### config.mk
export PLATFORM = sky130hd
export DESIGN_NAME = tilelink_ul_mem
export DESIGN_NICKNAME = d
export VERILOG_FILES = /design/src/rtl/tilelink_ul_mem.sv
export SDC_FILE = /design/constraint.sdc
export NUM_CORES = 1
export LEC_CHECK = 0
export CORE_UTILIZATION = 25
export DETAILED_ROUTE_END_ITERATION = 8
export PLACE_DENSITY = 0.49
export SYNTH_ARGS = -nofsm -noshare
export SYNTH_HDL_FRONTEND = slang
export SYNTH_SLANG_ARGS = --single-unit
### constraint.sdc
create_clock -name clock -period 25.3 [get_ports clock]
set_input_delay 3.795 -clock clock [delete_from_list [all_inputs] [get_ports clock]]
set_output_delay 3.795 -clock clock [all_outputs]
set_load 0.02 [all_outputs]
### src/rtl/tilelink_ul_mem.sv
// TileLink-UL memory slave backing a small word-addressed window with a register array.
// Services Get, PutFullData and PutPartialData, including multi-beat bursts. Any other
// request, or one outside the window, still has its full beat count consumed and answered,
// but the response carries the error flag and memory is left untouched. One transaction
// is outstanding at a time.
//
// Ports:
//   clock, reset          single clock, asynchronous active-high reset
//   channel_a_*           request channel (slave side): opcode/param/size/source/address/
//                         mask/data, valid in, ready out
//   channel_d_*           response channel: opcode/param/size/source/sink/data/error,
//                         valid out, ready in
module tilelink_ul_mem #(
  parameter logic [31:0] BASE_ADDR  = 32'h0001_0000,
  parameter int unsigned WORDS_LOG2 = 4,
  parameter int unsigned MAX_SIZE   = 6
) (
  input  logic        clock,
  input  logic        reset,
  output logic        channel_a_ready,
  input  logic        channel_a_valid,
  input  logic [2:0]  channel_a_bits_opcode,
  input  logic [2:0]  channel_a_bits_param,
  input  logic [3:0]  channel_a_bits_size,
  input  logic        channel_a_bits_source,
  input  logic [31:0] channel_a_bits_address,
  input  logic [3:0]  channel_a_bits_mask,
  input  logic [31:0] channel_a_bits_data,
  input  logic        channel_d_ready,
  output logic        channel_d_valid,
  output logic [2:0]  channel_d_bits_opcode,
  output logic [1:0]  channel_d_bits_param,
  output logic [3:0]  channel_d_bits_size,
  output logic        channel_d_bits_source,
  output logic        channel_d_bits_sink,
  output logic [31:0] channel_d_bits_data,
  output logic        channel_d_bits_error
);

  localparam int unsigned Words = 1 << WORDS_LOG2;
  localparam logic [32:0] WinLo = {1'b0, BASE_ADDR};
  localparam logic [32:0] WinHi = WinLo + 33'(4 * Words);

  typedef enum logic [1:0] {StIdle, StPutBeats, StGetResp, StPutResp} state_e;

  state_e                  state_q, state_d;
  logic [3:0]              size_q, size_d;
  logic                    source_q, source_d;
  logic [WORDS_LOG2-1:0]   idx_q, idx_d;
  logic                    err_q, err_d;
  // Beats still to go after the current one.
  logic [13:0]             rem_q, rem_d;
  logic [31:0]             mem_q [Words];
  logic [31:0]             mem_d [Words];

  logic                    a_fire;
  logic [32:0]             a_span, a_end;
  logic [31:0]             a_off;
  logic                    a_aligned, a_in_win, a_opc_ok, a_size_ok, a_err, a_is_get;
  logic [13:0]             a_beats_m1;
  logic [WORDS_LOG2-1:0]   a_idx;
  logic                    wr_en;
  logic [WORDS_LOG2-1:0]   wr_idx;

  logic unused_a;
  assign unused_a = ^{channel_a_bits_param, a_off[1:0], a_off[31:WORDS_LOG2+2]};

  assign a_fire = channel_a_valid && channel_a_ready;

  // First-beat decode: legality, beat count and starting word.
  always_comb begin
    a_span     = 33'd1 << channel_a_bits_size;
    a_end      = {1'b0, channel_a_bits_address} + a_span;
    a_aligned  = (channel_a_bits_address & (a_span[31:0] - 32'd1)) == 32'd0;
    // 33-bit compare so a window ending at 4 GiB or a wrapping range is handled.
    a_in_win   = ({1'b0, channel_a_bits_address} >= WinLo) && (a_end <= WinHi);
    a_opc_ok   = channel_a_bits_opcode inside {3'd0, 3'd1, 3'd4};
    a_size_ok  = 32'(channel_a_bits_size) <= MAX_SIZE;
    a_err      = !(a_opc_ok && a_size_ok && a_aligned && a_in_win);
    a_is_get   = channel_a_bits_opcode == 3'd4;
    a_off      = channel_a_bits_address - BASE_ADDR;
    a_idx      = a_off[WORDS_LOG2+1:2];
    a_beats_m1 = (channel_a_bits_size <= 4'd2) ? 14'd0
                 : (14'd1 << (channel_a_bits_size - 4'd2)) - 14'd1;
  end

  always_comb begin
    state_d  = state_q;
    size_d   = size_q;
    source_d = source_q;
    idx_d    = idx_q;
    err_d    = err_q;
    rem_d    = rem_q;
    wr_en    = 1'b0;
    wr_idx   = idx_q;
    unique case (state_q)
      StIdle: begin
        if (a_fire) begin
          size_d   = channel_a_bits_size;
          source_d = channel_a_bits_source;
          err_d    = a_err;
          rem_d    = a_beats_m1;
          if (a_is_get) begin
            idx_d   = a_idx;
            state_d = StGetResp;
          end else begin
            // Anything that is not a Get takes the write path; bad opcodes are
            // error-flagged, so they drain their beats without writing.
            wr_en   = !a_err;
            wr_idx  = a_idx;
            idx_d   = a_idx + WORDS_LOG2'(1);
            state_d = (a_beats_m1 == 14'd0) ? StPutResp : StPutBeats;
          end
        end
      end
      StPutBeats: begin
        if (a_fire) begin
          wr_en = !err_q;
          idx_d = idx_q + WORDS_LOG2'(1);
          rem_d = rem_q - 14'd1;
          if (rem_q == 14'd1) state_d = StPutResp;
        end
      end
      StGetResp: begin
        if (channel_d_ready) begin
          if (rem_q == 14'd0) begin
            state_d = StIdle;
          end else begin
            rem_d = rem_q - 14'd1;
            idx_d = idx_q + WORDS_LOG2'(1);
          end
        end
      end
      StPutResp: begin
        if (channel_d_ready) state_d = StIdle;
      end
      default: state_d = StIdle;
    endcase
  end

  // Byte-lane write merge.
  always_comb begin
    mem_d = mem_q;
    if (wr_en) begin
      for (int b = 0; b < 4; b++) begin
        if (channel_a_bits_mask[b]) mem_d[wr_idx][8*b +: 8] = channel_a_bits_data[8*b +: 8];
      end
    end
  end

  always_ff @(posedge clock or posedge reset) begin
    if (reset) begin
      state_q  <= StIdle;
      size_q   <= '0;
      source_q <= 1'b0;
      idx_q    <= '0;
      err_q    <= 1'b0;
      rem_q    <= '0;
      for (int unsigned i = 0; i < Words; i++) mem_q[i] <= '0;
    end else begin
      state_q  <= state_d;
      size_q   <= size_d;
      source_q <= source_d;
      idx_q    <= idx_d;
      err_q    <= err_d;
      rem_q    <= rem_d;
      mem_q    <= mem_d;
    end
  end

  // D outputs depend only on registered state and the memory read mux.
  always_comb begin
    channel_a_ready       = !reset && (state_q == StIdle || state_q == StPutBeats);
    channel_d_valid       = 1'b0;
    channel_d_bits_opcode = 3'd0;
    channel_d_bits_param  = 2'd0;
    channel_d_bits_size   = 4'd0;
    channel_d_bits_source = 1'b0;
    channel_d_bits_sink   = 1'b0;
    channel_d_bits_data   = 32'd0;
    channel_d_bits_error  = 1'b0;
    if (state_q == StGetResp || state_q == StPutResp) begin
      channel_d_valid       = 1'b1;
      channel_d_bits_opcode = (state_q == StGetResp) ? 3'd1 : 3'd0;
      channel_d_bits_size   = size_q;
      channel_d_bits_source = source_q;
      channel_d_bits_error  = err_q;
      if (state_q == StGetResp && !err_q) channel_d_bits_data = mem_q[idx_q];
    end
  end

endmodule

==> impl_metrics.ini <==
[floorplanning]
dieArea_um2 = 116000
die_x_um = 341
rows = 123
chipHeight_um = 341
ioPinCount = 129
start_util = 0.254
core-area_um2 = 113000

[timing]
max_slew.worst_pin.slew_ns = 1.32
relSlewSlack = 0.119
fmax_ghz = 0.0970
setup_viol = 0
finalHoldViolations = 0
tns_ns = 0
whs_ns = 0.472
setup_ws_ns = 14.99
drv_slew = 0
rsz0062_at_grt = false
worst_clock_skew_ns = 0.0298
fin_crit_sh = 0.408
fin_crit_ns = 10.31

[cts]
insertion_delay_ns = 0.64
cts_setup_buffers = 0
cts_resized = 0
cts_sinks = 538
cts_root_buffer = clkbuf_16
max-clock-path-buffers = 3
tritoncts = done
clk_pin_slew_ns = 0.06
cts_hold_buf = 0
cts_made_buffers = 59
htree_levels = 2

[synth]
synth_ff_type = dfrtp_1
yosysUniqueCellTypes = 84
synth_top_cell_area_share = 0.469
synthArstFlopShare = 1.00
ys_warn_count = 0
yosysSeqAreaShare = 0.469
avgSynthCellArea_um2 = 14.0
synth_edf_count = 0
synth-seq-cells = 538
syn-instance-count = 2055
synth_top_cell_by_area = dfrtp_1
synthTopCellsByArea = dfrtp_1 47%, mux4_2 13%, mux2_2 11%
netlist_area_um2 = 28700

[flow_run]
cap_violations = 0

[routing]
wl_met3_um = 4550
vias = 18600
wl_met2_um = 40500
dr.first_iter.drc_count = 1194
dr.pass1.iters = 6
drt-total-wl_um = 83200
ant_nets = 0
vias_per_cell = 5.08
wire_per_inst_um = 22.7
wl_met1_um = 36400
drc = 0
routed.top_layer = met5

[grt]
grt_overflow = 0
grt_pass1_vias = 19400
grt_pass1_wl_um = 127000
grt_usage = 0.143
grt_antenna_before_repair = 6
grt_max_degree = 104

[final_layout]
num-nets-final = 2228
postLayoutCellArea_um2 = 33300
area_growth_pct = 16.1
drive_gt1_frac = 0.307
final_cell_mix = 534 x dfrtp_1, 287 x mux2_2, 164 x mux2_1, 160 x mux4_2, 120 x clkdlybuf4s50_1
fillers = 11300
layout_commonest_cell = dfrtp_1
multi_input_area_um2 = 14400
ff_latch_area_um2 = 13500

[placement]
place_hpwl_um = 53600
portBuffers = 120
place_congestion = 0.851
placed_cell_area_um2 = 31300
pre_cts_ws_ns = 14.43

[setup_path]
endpoint_kind = register
path_max_fanout = 34
cp.required_ns = 25.84
cp.arrival_ns = 10.85
cp-start-kind = input port
critical_path_class = in2reg

[power]
power_density_nw_per_um2 = 83.3
peakVddDrop_v = 0.0000564
leakagePower_nw = 14.7

[hold_path]
hold_class = reg2reg

[outcome]
status = finished, final reports clean
## routing by layer
layer,up-vias,GRT usage
li1,8049,-
met1,9884,0.194
met2,525,0.237
met3,118,0.0224
met4,6,0.0354
met5,-,0
## kinds of logic after synthesis
| group | Yosys count | share of synthesized area |
|---|---|---|
| mux | 619 | 0.306 |
| flops | 538 | 0.469 |
| simple gates | 327 | 0.0613 |
| compound gates | 326 | 0.112 |
| buf+inv | 189 | 0.0302 |
| fa+ha+maj | 31 | 0.0136 |
| xor+xnor | 24 | 0.00733 |
| other cells | 1 | 0.000131 |
## layout make-up
class | instances | share of cell area
clock inverter | 17 | 0.00804
timing repair buffer | 154 | 0.0441
inverter | 31 | 0.00372
antenna | 1 | 0.0000751
tap | 1500 | 0.0563
sequential | 538 | 0.405
clock buffer | 86 | 0.0507
multi-input combinational | 1332 | 0.433
## cells in the mapped netlist (all sizes together) (8+ instances only)
cell type and n:
dfrtp 538, mux2 452, mux4 160, clkbuf 86
buf 72, a32o 65, o211ai 65, nand2 62
nor2 62, o21ai 52, a21oi 47, nor2b 41
nor3 32, inv 31, ha 28, nand3 21
nand4 18, xnor2 17, and3 16, nand2b 14
and2 11, nor4 10, or2 9, a21o 8
a31oi 8, o21a 8, or3 8
## critical path: stages
cell	delay [ns]
clkdlybuf4s50_1	0.46
buf_4	0.28
nor2_1	0.11
nand2_1	0.12
inv_1	0.05
ha_1	0.22
fa_1	0.44
o21ai_0	0.25
a22oi_1	0.20
a2111o_1	0.53
a21oi_2	0.24
xnor2_1	0.12
a2111oi_0	0.56
a41oi_1	0.40
nor4_4	0.47
buf_4	0.68
buf_4	0.79
o211a_1	0.61
mux2_2	0.41
## flip-flops by register name (all words and copies together) (netlist names)
name	count
state_q	2
rem_q	14
size_q	4
mem_q	512
err_q	1
idx_q	4
source_q	1
## final timing paths
check                                        from                      to  slack [ns]  cells past startpoint
max                        channel_a_bits_size[0]    mem_q[1]$_DFFE_PP0P_       14.99                     19
min                         size_q[1]$_DFFE_PP0P_   size_q[1]$_DFFE_PP0P_        0.47                      2
max reg2reg                state_q[1]$_DFFE_PP0P_  mem_q[204]$_DFFE_PP0P_       20.86                      9
min reg2reg                 size_q[1]$_DFFE_PP0P_   size_q[1]$_DFFE_PP0P_        0.47                      2
max in group asynchronous                   reset  mem_q[235]$_DFFE_PP0P_       19.09                      4
min in group asynchronous                   reset   size_q[3]$_DFFE_PP0P_        3.71                      2
## metrics by stage
stage                     instances  power, W   util
final                          3659   0.00277  0.294
after global routing           3658   0.00292  0.294
after CTS                      3658   0.00281  0.294
after detailed placement       3555   0.00193  0.277
after global placement         3555   0.00189  0.277
after floorplan                2059   0.00169      -
## report_power, final
| part | internal [W] | leakage [nW] | switching, W |
|---|---|---|---|
| Sequential | 0.00101 | 7.43 | 0.000108 |
| Combinational | 0.000353 | 6.30 | 0.000426 |
| Clock | 0.000512 | 0.946 | 0.000362 |
Power figures use the tool's default switching activity.
